### src/rtl/regbank_arbiter.sv
`default_nettype none
// ============================================================================
// Module      : regbank_arbiter
// Description : Two-master round-robin write arbiter in front of a small
//               register bank. One write commits every two cycles, and a
//               combinational port reads any register.
// Revision    : 1.0 - initial release
// ============================================================================
module regbank_arbiter #(
    parameter int WIDTH = 4,
    parameter int AW    = 2
) (
    input  logic             clk,
    input  logic             reset,
    input  logic             req0,
    input  logic [AW-1:0]    addr0,
    input  logic [WIDTH-1:0] data0,
    output logic             ack0,
    input  logic             req1,
    input  logic [AW-1:0]    addr1,
    input  logic [WIDTH-1:0] data1,
    output logic             ack1,
    input  logic [AW-1:0]    raddr,
    output logic [WIDTH-1:0] rdata,
    output logic             busy,
    output logic             prio
);

    localparam int NREGS = 2 ** AW;

    typedef enum logic [0:0] {
        S_IDLE  = 1'b0,
        S_WRITE = 1'b1
    } state_t;

    state_t           r_state;
    state_t           w_state_next;
    logic             r_sel;
    logic             r_prio;
    logic [AW-1:0]    r_waddr;
    logic [WIDTH-1:0] r_wdata;
    logic [WIDTH-1:0] r_regs [NREGS];

    logic             w_grant_vld;
    logic             w_grant_sel;

    // Arbitration and next-state decode; requests are only looked at in IDLE
    always_comb begin
        w_state_next = r_state;
        w_grant_vld  = 1'b0;
        w_grant_sel  = 1'b0;
        case (r_state)
            S_IDLE: begin
                if (req0 && req1) begin
                    w_grant_vld = 1'b1;
                    w_grant_sel = r_prio;
                end else if (req0) begin
                    w_grant_vld = 1'b1;
                    w_grant_sel = 1'b0;
                end else if (req1) begin
                    w_grant_vld = 1'b1;
                    w_grant_sel = 1'b1;
                end
                if (w_grant_vld) begin
                    w_state_next = S_WRITE;
                end
            end
            S_WRITE: begin
                w_state_next = S_IDLE;
            end
            default: begin
                w_state_next = S_IDLE;
            end
        endcase
    end

    // FSM state register
    always_ff @(posedge clk) begin
        if (reset) begin
            r_state <= S_IDLE;
        end else begin
            r_state <= w_state_next;
        end
    end

    // Capture the winner's address/data at the grant edge and rotate priority
    always_ff @(posedge clk) begin
        if (reset) begin
            r_sel   <= 1'b0;
            r_prio  <= 1'b0;
            r_waddr <= '0;
            r_wdata <= '0;
        end else if (w_grant_vld) begin
            r_sel   <= w_grant_sel;
            r_prio  <= ~w_grant_sel;
            r_waddr <= w_grant_sel ? addr1 : addr0;
            r_wdata <= w_grant_sel ? data1 : data0;
        end
    end

    // Register bank: commit on the edge closing the WRITE cycle; reset wins
    always_ff @(posedge clk) begin
        if (reset) begin
            for (int i = 0; i < NREGS; i++) begin
                r_regs[i] <= '0;
            end
        end else if (r_state == S_WRITE) begin
            r_regs[r_waddr] <= r_wdata;
        end
    end

    // Handshake outputs decode only registered state, never the live requests
    assign ack0  = (r_state == S_WRITE) && !r_sel;
    assign ack1  = (r_state == S_WRITE) &&  r_sel;
    assign busy  = (r_state == S_WRITE);
    assign prio  = r_prio;
    assign rdata = r_regs[raddr];

endmodule
`default_nettype wire

### config.mk
export PLATFORM = sky130hd
export DESIGN_NAME = regbank_arbiter
export DESIGN_NICKNAME = d
export VERILOG_FILES = /design/src/rtl/regbank_arbiter.sv
export SDC_FILE = /design/constraint.sdc
export NUM_CORES = 1
export LEC_CHECK = 0
export CAP_MARGIN = 20
export CELL_PAD_IN_SITES_DETAIL_PLACEMENT = 1
export CELL_PAD_IN_SITES_GLOBAL_PLACEMENT = 1
export CORE_UTILIZATION = 25
export CTS_CLUSTER_DIAMETER = 30
export DETAILED_ROUTE_END_ITERATION = 7
export PLACE_DENSITY = 0.5
export SKIP_LAST_GASP = 1
export SLEW_MARGIN = 25
export SYNTH_ARGS = -nofsm -noshare
export SYNTH_HDL_FRONTEND = slang
export SYNTH_SLANG_ARGS = --single-unit
### constraint.sdc
create_clock -name clk -period 1.9 [get_ports clk]
set_input_delay 0.285 -clock clk [delete_from_list [all_inputs] [get_ports clk]]
set_output_delay 0.285 -clock clk [all_outputs]
set_load 0.1 [all_outputs]
==> results of run 1 <==
[routing by layer]
layer  vias up  GRT usage [%]  share of wire, %
met3         2          1.852               3.9
met1       398          15.45                46
met2        22          19.66                49
li1        410              -                 -
met5         -              0                 0
met4         0          3.333              0.84
[per-stage QoR]
step / instance area [um^2] / hold WS, ps / util [%] / worst slack (ps) / power (mW)
2_1_floorplan: 1204 / 361.8 / - / 190.7 / 0.8475
4_1_cts: 1630 / 556.5 / 36.44 / 193.9 / 1.296
3_5_place_dp: 1585 / 529.1 / 35.43 / -72.99 / 0.9771
5_1_grt: 1630 / 587.8 / 36.44 / 158.9 / 1.334
6_report: 1630 / 549.3 / 36.44 / 217.1 / 1.282
3_3_place_gp: 1585 / 529.3 / 35.43 / -60.84 / 0.9715
[what timing repair did]
item | 4_1_cts | 5_1_grt
endpoints found under the setup margin | 4 | 0
gates resized for setup | 1 | 0
hold endpoints to repair | 0 | 0
[synthesized netlist by cell type, types with 2 or more instances]
library cell	number
nor3b_2	2
inv_1	7
edfxtp_1	16
and2_1	17
or2_2	3
mux4_2	4
nor2_1	9
a2111oi_1	6
buf_6	2
dfxtp_1	9
a2111oi_0	6
nor3_1	2
[sequential cells by signal, indices dropped and copies added (netlist names)]
signal,flops
busy,1
prio,1
r_regs,16
r_sel,1
r_waddr,2
r_wdata,4
[power breakdown]
part,leakage (nW),total (mW),internal [mW],switching [mW]
clock,0.0255,0.323,0.147,0.176
combinational,0.346,0.312,0.131,0.181
sequential,0.241,0.648,0.614,0.0337
[cell type report]
class | instances | area (um^2) | share of cell area [%]
timing repair buffer | 30 | 354.1 | 21.72
tap | 52 | 65.06 | 3.991
inverter | 8 | 30.03 | 1.842
clock buffer | 3 | 41.29 | 2.533
clock inverter | 1 | 5.005 | 0.3070
multi-input combinational | 57 | 473.0 | 29.01
sequential | 25 | 661.9 | 40.60
[worst reg2reg max path, delay by kind of cell, from the launching register on]
kind          cells  cell delay (ps)
simple gates      3              800
flops             1              470
[worst paths after layout]
kind	start	end	slack [ps]	depth (start not counted)
setup reg to reg	busy	r_regs[0][0]	350	3
hold reg to reg	r_sel	r_sel	550	2
hold / removal	r_sel	r_sel	550	2
setup / recovery	raddr[0]	rdata[1]	220	3
[kinds of logic after synthesis]
| logic type | after synthesis | share of synthesized area, % |
|---|---|---|
| muxes | 4 | 7.547 |
| buffers and inverters | 13 | 5.765 |
| AOI/OAI and AO/OA | 18 | 13.94 |
| and+or+nand+nor | 35 | 17.40 |
| DFF | 25 | 55.35 |
==> flow_metrics.tcl, run 1 <==
set metrics [dict create \
    status "finished with violations" \
    failed_checks "DRC" \
    max_freq_ghz 0.5942 \
    skew_ps 2.575 \
    grt_max_degree 15 \
    grt_pass1_vias 908 \
    ioPinCount 26 \
    arrival_ps 1400 \
    min_path_type "flop to flop" \
    mostFrequentLayoutCells "and2_1 (16), clkdlybuf4s50_1 (16), edfxtp_1 (16)" \
    synth_area_um2 1194 \
    endpoint_kind "output port" \
    postCtsHoldBufs 0 \
    diodes 0 \
    path_cells "dlygate4sd2_1, mux4_2, buf_12" \
    fin_cells 176 \
    place_hpwl_mm 2.100 \
    power.leakage_nw 0.6128 \
    cts_buffers 3 \
    vdd_drop_max_v 0.0002514 \
    nNetsFinal 143 \
    synth_cells 95 \
    ant_nets 0 \
    start_util_pct 26.68 \
    port_buffers 25 \
    clk_latency_ps 270 \
    cpLargestDelayFamily "multiplexers" \
    clockBufferDepth 2 \
    worst_path_max_delay_cell "mux4_2" \
    overflow 0 \
    routed_wl_mm 2.634 \
    gp_congestion 0.6622 \
    area_growth_pct 36.58 \
    power-per-cell-area_nw_per_um2 786.4 \
    critPathBufInv 2 \
    start_kind "input port" \
    setup_violations 0 \
    rsz0062_at_grt "false" \
    die_height_um 71.10 \
    yosys_most_used_dff "edfxtp_1" \
    yosysWarnings 0 \
    max_cap_viol_count 0 \
    n_fill_cell 476 \
    vias 832 \
    grt_pass1_wl_mm 4.623 \
    wl_per_cell_um 14.97 \
    synth_top_cell_by_area "edfxtp_1" \
    ys_seq_area_share_pct 55.35 \
    vias_per_cell 4.727 \
    tightest_slew_ps 525.9 \
    crit_type "input port to output port" \
    crit_required_ps 1620 \
    h-tree-depth 1 \
    drc 2 \
    hold_viol 0 \
    rows 24 \
    fin_setup_tns_ps 0 \
    post_cts_buffers 0 \
    dieWidth_um 71.10 \
    crit_fanout 4 \
    drive_gt1_share_pct 25.81 \
    grt.total_usage_pct 11.64 \
    dieArea_um2 5055 \
    drv_slew 0 \
    core_area_um2 4474 \
    root_buffer "clkbuf_8" \
    synth_edf_count 16 \
    cpPeakStageDelay_ps 570 \
    synthDistinctLibCells 24 \
    async_flop_share_pct 0 \
    relSlewSlack_pct 64.03 \
    cts_tree "built" \
    synthesis.nets 113 \
    drt_iter0_drc 17 \
    drt_first_pass_iters 8 \
    synth_area_leaders "edfxtp_1 (40%), dfxtp_1 (15%), and2_1 (8.9%), mux4_2 (7.5%), a2111oi_1 (5.0%)" \
    clkTransAtPathRegs_ps 90 \
    fin_crit_sh_pct 88.57 \
    grt_antenna_before_repair 0 \
    dpl.cell_count 172 \
    ys_seq_elements 25 \
    numClockSinks 25 \
    avgSynthCellArea_um2 12.56 \
    synth.top_cell.area_share_pct 40.25 \
    period_minus_slack_ps 1683 \
]
(Power assumes the default switching activity.)
==> inputs of run 2 (changes only) <==
--- a/config.mk
+++ b/config.mk
@@ -9,8 +9,10 @@
 export CELL_PAD_IN_SITES_DETAIL_PLACEMENT = 1
 export CELL_PAD_IN_SITES_GLOBAL_PLACEMENT = 1
 export CORE_UTILIZATION = 25
+export CTS_BUF_LIST = sky130_fd_sc_hd__clkbuf_8
 export CTS_CLUSTER_DIAMETER = 30
 export DETAILED_ROUTE_END_ITERATION = 7
+export HOLD_SLACK_MARGIN = 0.1
 export PLACE_DENSITY = 0.5
 export SKIP_LAST_GASP = 1
 export SLEW_MARGIN = 25
==> results of run 2 <==
Same layout as run 1: the final DEF is identical, and so are final timing and power.
